## src/rtl/input_shift_register_pkg.sv

```systemverilog
// Shared ISR/OSR constants and the 0-encodes-32 count decode.
package input_shift_register_pkg;
  localparam int unsigned ISR_WIDTH   = 32;
  localparam logic        SHIFT_LEFT  = 1'b0;
  localparam logic        SHIFT_RIGHT = 1'b1;

  // A 5-bit count field of zero stands for a full 32-bit word.
  function automatic logic [5:0] decode_count(input logic [4:0] c);
    return (c == 5'd0) ? 6'd32 : {1'b0, c};
  endfunction
endpackage

```

## src/rtl/input_shift_register_shift_merge.sv

```systemverilog
// Merges n (1..32) new bits from data_in into the ISR in either direction.
module isr_shift_merge
  import input_shift_register_pkg::*;
(
  input  logic [ISR_WIDTH-1:0] isr,
  input  logic [ISR_WIDTH-1:0] data_in,
  input  logic [5:0]           n,
  input  logic                 dir,
  output logic [ISR_WIDTH-1:0] next
);
  logic [ISR_WIDTH-1:0] w_mask;
  logic [5:0]           w_rsh;

  assign w_mask = (32'h1 << n[4:0]) - 32'h1;
  assign w_rsh  = 6'd32 - n;

  // n == 32 replaces the whole word, avoiding a full-width shift.
  always_comb begin
    if (n[5])
      next = data_in;
    else if (dir == SHIFT_RIGHT)
      next = (isr >> n[4:0]) | (data_in << w_rsh[4:0]);
    else
      next = (isr << n[4:0]) | (data_in & w_mask);
  end
endmodule

```

## src/rtl/input_shift_register.sv

```systemverilog
// PIO input shift register: IN shifting, autopush/PUSH into RX FIFO, MOV load.
module input_shift_register
  import input_shift_register_pkg::*;
(
  input  logic                 clk,
  input  logic                 rst,
  input  logic                 shift_en,
  input  logic [4:0]           shift_count,
  input  logic [ISR_WIDTH-1:0] data_in,
  input  logic                 shiftdir,
  input  logic                 autopush,
  input  logic [4:0]           push_thresh,
  input  logic                 push_req,
  input  logic                 push_iffull,
  input  logic                 push_block,
  input  logic                 mov_en,
  input  logic [ISR_WIDTH-1:0] mov_in,
  input  logic                 fifo_full,
  output logic                 fifo_push,
  output logic [ISR_WIDTH-1:0] fifo_data,
  output logic [ISR_WIDTH-1:0] mov_out,
  output logic [5:0]           shift_counter,
  output logic                 stall,
  output logic                 rx_dropped
);
  logic [ISR_WIDTH-1:0] r_isr, w_isr_nxt, w_shifted;
  logic [5:0]           r_cnt, w_cnt_nxt, w_n, w_thresh, w_sat_cnt;
  logic [6:0]           w_sum;
  logic                 r_drop, w_drop, w_push, w_stall;

  assign w_n      = decode_count(shift_count);
  assign w_thresh = decode_count(push_thresh);
  assign w_sum    = {1'b0, r_cnt} + {1'b0, w_n};
  assign w_sat_cnt = (w_sum > 7'd32) ? 6'd32 : w_sum[5:0];

  isr_shift_merge u_merge (
    .isr     (r_isr),
    .data_in (data_in),
    .n       (w_n),
    .dir     (shiftdir),
    .next    (w_shifted)
  );

  // Priority: MOV over PUSH over IN; a stall leaves all state untouched.
  always_comb begin
    w_isr_nxt = r_isr;
    w_cnt_nxt = r_cnt;
    w_push    = 1'b0;
    w_stall   = 1'b0;
    w_drop    = 1'b0;
    fifo_data = r_isr;
    if (mov_en) begin
      w_isr_nxt = mov_in;
      w_cnt_nxt = 6'd0;
    end else if (push_req) begin
      if (push_iffull && (r_cnt < w_thresh)) begin
        w_push = 1'b0;
      end else if (!fifo_full) begin
        w_push    = 1'b1;
        w_isr_nxt = '0;
        w_cnt_nxt = 6'd0;
      end else if (push_block) begin
        w_stall = 1'b1;
      end else begin
        w_isr_nxt = '0;
        w_cnt_nxt = 6'd0;
        w_drop    = 1'b1;
      end
    end else if (shift_en) begin
      if (autopush && (w_sat_cnt >= w_thresh)) begin
        fifo_data = w_shifted;
        if (!fifo_full) begin
          w_push    = 1'b1;
          w_isr_nxt = '0;
          w_cnt_nxt = 6'd0;
        end else begin
          w_stall = 1'b1;
        end
      end else begin
        w_isr_nxt = w_shifted;
        w_cnt_nxt = w_sat_cnt;
      end
    end
  end

  always_ff @(posedge clk or posedge rst) begin
    if (rst) begin
      r_isr  <= '0;
      r_cnt  <= 6'd0;
      r_drop <= 1'b0;
    end else begin
      r_isr  <= w_isr_nxt;
      r_cnt  <= w_cnt_nxt;
      r_drop <= w_drop;
    end
  end

  assign fifo_push     = w_push & ~rst;
  assign stall         = w_stall & ~rst;
  assign mov_out       = r_isr;
  assign shift_counter = r_cnt;
  assign rx_dropped    = r_drop;
endmodule

```

## config.mk

```make
export PLATFORM = sky130hd
export DESIGN_NAME = input_shift_register
export DESIGN_NICKNAME = d
export VERILOG_FILES = /design/src/rtl/input_shift_register_pkg.sv /design/src/rtl/input_shift_register_shift_merge.sv /design/src/rtl/input_shift_register.sv
export SDC_FILE = /design/constraint.sdc
export NUM_CORES = 1
export LEC_CHECK = 0
export CORE_ASPECT_RATIO = 0.8
export CORE_MARGIN = 2
export CORE_UTILIZATION = 49
export DETAILED_ROUTE_END_ITERATION = 10
export HOLD_SLACK_MARGIN = 0.06
export PLACE_DENSITY = 0.85
export SYNTH_ARGS = -nofsm -noshare
export SYNTH_HDL_FRONTEND = slang
export SYNTH_SLANG_ARGS = --single-unit
```

## constraint.sdc

```tcl
create_clock -name clk -period 27.6 [get_ports clk]
set_input_delay 6.9 -clock clk [delete_from_list [all_inputs] [get_ports clk]]
set_output_delay 6.9 -clock clk [all_outputs]
set_load 0.01 [all_outputs]
```

==> impl_metrics.py <==
metrics = {
    "logic_synthesis": {
        "synth_edf_count": 0,
        "synth_top_area_share_pct": 22.2,
        "synth_nets": 1284,
        "ys_warn_count": 0,
        "ys_types": 91,
        "synth_area_leader_cell": "mux4_2",
        "ys_seq_area_share_pct": 9.72,
        "synthArstFlopShare_pct": 100,
        "ys_ff_latch": 39,
        "syn_inst": 1181,
        "synth-main-ff-cell": "dfrtp_1",
        "netlist_area_um2": 10000,
        "synth.area.top_cells": "mux4_2 (22%), dfrtp_1 (9.7%), mux2i_1 (6.4%)",
        "postSynthAreaPerCell_um2": 8.50,
    },
    "power_and_ir_drop": {
        "power.leakage_nw": 4.37,
        "power_frac_clock_pct": 11.2,
        "p_switching_uw": 250,
        "p_sw_share_pct": 48.8,
        "p_int_uw": 262,
        "p_per_area_nw_per_um2": 44.3,
        "seqPwrFrac_pct": 18.7,
        "power_frac_comb_pct": 70.0,
        "peakVddDrop_mv": 0.0349,
    },
    "route": {
        "vias": 11600,
        "routedWlPerCell_um": 30.0,
        "antenna_left": 0,
        "drt_iter0_markers": 2173,
        "viasPerCell": 7.73,
        "drc": 0,
        "drt-pass1-iter-count": 5,
        "wl_um": 45000,
    },
    "clocking": {
        "clock-root-buffer": "clkbuf_16",
        "clock_latency_ns": 0.29,
        "cts_sinks": 39,
        "cts_buffer_depth": 2,
        "cts_tree": "done",
        "cts_htree_levels": 2,
        "cts_buffers": 5,
        "cts_resized": 0,
        "post-cts-setup-buffer-count": 0,
        "cts.reportedPaths.clkPinSlew_ns": 0.06,
        "postCtsHoldBufs": 0,
    },
    "grt": {
        "grt_start_max_net_pins": 68,
        "overflow": 0,
        "grt_pass1_vias": 10500,
        "grt_pass1_wl_um": 67500,
        "grt_usage_pct": 40.9,
        "antenna_found_initial": 0,
    },
    "floorplanning": {
        "design.core.area_um2": 20000,
        "die_w_um": 164,
        "die_area_um2": 21700,
        "start_util_pct": 50.3,
        "ioPinCount": 157,
        "rows": 46,
        "chipHeight_um": 132,
    },
    "timing": {
        "worst_pin_slew_ns": 1.20,
        "rsz0062_at_grt": "false",
        "clock.fmax_mhz": 51.3,
        "fin_tns_setup_ns": 0,
        "max_slew_margin_pct": 20.1,
        "finalMaxSlewViolations": 0,
        "finalWorstSetupSlack_ns": 8.12,
        "layout_min_cycle_time_ns": 19.48,
        "timing.hold.ws_ns": 0.598,
        "finalHoldViolations": 0,
        "finalClockSkew_ns": 0.00372,
        "min_period_over_period_pct": 70.6,
        "setup_viol": 0,
    },
    "run": {
        "cap_viol_max_count": 0,
    },
    "layout": {
        "nFillCells": 1744,
        "nets": 1337,
        "multiInputGateArea_um2": 8290,
        "antenna_cells": 0,
        "regArea_um2": 976,
        "syn2layout_area_growth_pct": 15.1,
        "final_layout_size_suffix_gt1_share_pct": 17.2,
    },
    "placement": {
        "place.gp.congestion": 1.11,
        "dp_slack_ns": 8.17,
        "place_hpwl_um": 33300,
        "portBuffers": 156,
    },
    "critical_path": {
        "startpoint_type": "primary input",
        "critPathCaptureType": "output pin",
        "crit_path_max_fanout": 53,
        "critPathArrivalTime_ns": 12.58,
        "crit_required_ns": 20.70,
        "path_class": "in2out",
    },
    "worst_hold_path": {
        "hp-class": "reg2reg",
    },
    "outcome": {
        "outcome": "finished, final reports clean",
    },
}
[Yosys cell counts (all sizes together) (8+ instances only)]
cell	number
nor2b	12
a211oi	24
a31oi	16
o31ai	15
inv	22
ha	19
nand2b	12
o21ai	69
a22o	11
o211ai	19
a32oi	12
nand3	39
clkbuf	74
and2	12
nor2	76
a221o	24
mux4	103
o21a	9
dfrtp	39
o22ai	10
mux2	51
and3	22
buf	62
mux2i	65
a21o	8
a21oi	62
nor3	30
nand2	133
[power groups by stage]
stage | logic (mW) | registers [mW] | clock network, mW
finish | 0.359 | 0.0959 | 0.0576
CTS | 0.345 | 0.0945 | 0.0573
floorplan | 0.220 | 0.0838 | 0
detailed placement | 0.343 | 0.0950 | 0
global placement | 0.340 | 0.0943 | 0
global route | 0.374 | 0.0975 | 0.0599
[routing by layer]
metal  vias up  GRT usage, %  share of wire [%]
li1       4772             -                  -
met2      1103          56.9                 41
met5         -             0                  0
met4         0          17.8                5.6
met3       172          12.7                 15
met1      5533          58.2                 38
[cell families after synthesis]
group / count (synthesis) / share of synthesized area [%]
muxes: 219 / 35.5
and+or+nand+nor: 372 / 17.8
AOI/OAI and AO/OA: 357 / 25.2
DFF: 39 / 9.72
buffers and inverters: 160 / 7.99
xor gates and xnor gates: 10 / 0.872
adders and majority gates: 24 / 2.90
[registers in the layout, summed over array words and instances (netlist names)]
name,cells
shift_counter,6
mov_out,32
rx_dropped,1
[cells in the final DEF (no fill, tap or decap), types with 7 or more instances in the layout]
cell type	netlist	routed
clkdlybuf4s50_1	0	151
nand2_1	131	131
mux4_2	99	99
nor2_1	75	75
mux2i_1	64	64
o21ai_0	62	62
a21oi_1	62	62
mux2_2	48	48
nand3_1	39	39
dfrtp_1	39	39
nor3_1	28	27
buf_4	14	27
a221o_1	24	24
a211oi_1	23	23
and3_1	22	22
inv_1	19	19
o211ai_1	19	19
ha_1	19	18
a31oi_1	16	16
o31ai_1	14	14
nand2b_1	12	12
a32oi_1	12	12
a22o_1	11	11
nor2b_1	12	11
and2_1	11	11
o22ai_1	10	10
o21a_1	9	9
a21o_1	8	8
o31a_1	7	7
xnor2_1	7	7
[cell type report]
class / instances / share of cell area, %
Multi-Input combinational cell: 982 / 71.7
Inverter: 24 / 0.779
Sequential cell: 39 / 8.44
Timing Repair Buffer: 182 / 15.1
Tap cell: 264 / 2.86
Clock buffer: 7 / 1.15
Clock inverter: 1 / 0.0433
[per-stage QoR]
| stage | utilization, % | std cells | instance area (µm²) | total power, mW |
|---|---|---|---|---|
| final | 57.9 | 1499 | 11600 | 0.512 |
| after global routing | 57.9 | 1499 | 11600 | 0.531 |
| after CTS | 57.8 | 1499 | 11600 | 0.497 |
| after detailed placement | 57.2 | 1491 | 11400 | 0.438 |
| after global placement | 57.2 | 1491 | 11400 | 0.434 |
| after floorplan | - | 1181 | 10000 | 0.304 |
[worst paths after layout]
kind	startpoint	endpoint	slack, ns	depth (start not counted)
setup reg to reg	shift_counter[0]	mov_out[12]	22.93	17
hold reg to reg	shift_counter[0]	shift_counter[0]	0.60	1
hold / removal	shift_counter[0]	shift_counter[0]	0.60	1
setup / recovery	shift_count[1]	fifo_data[27]	8.12	19
min in group asynchronous	rst	rx_dropped	7.09	3
max in group asynchronous	rst	mov_out[2]	20.13	3
[critical path: stages]
cell and delay, ns:
buf_2 0.39, buf_4 0.63, xor2_1 0.15, ha_1 0.21, a21o_1 0.17, maj3_1 0.36
maj3_1 0.40, nor4b_1 0.22, or2_1 0.21, nand2_1 0.11, ha_1 0.27, nand2b_1 0.14
a21oi_1 0.15, o21ai_0 0.14, a21oi_1 0.45, or3_1 0.82, nand2_1 0.14, o21ai_0 0.11
clkdlybuf4s50_1 0.59
Power figures use the tool's default switching activity.
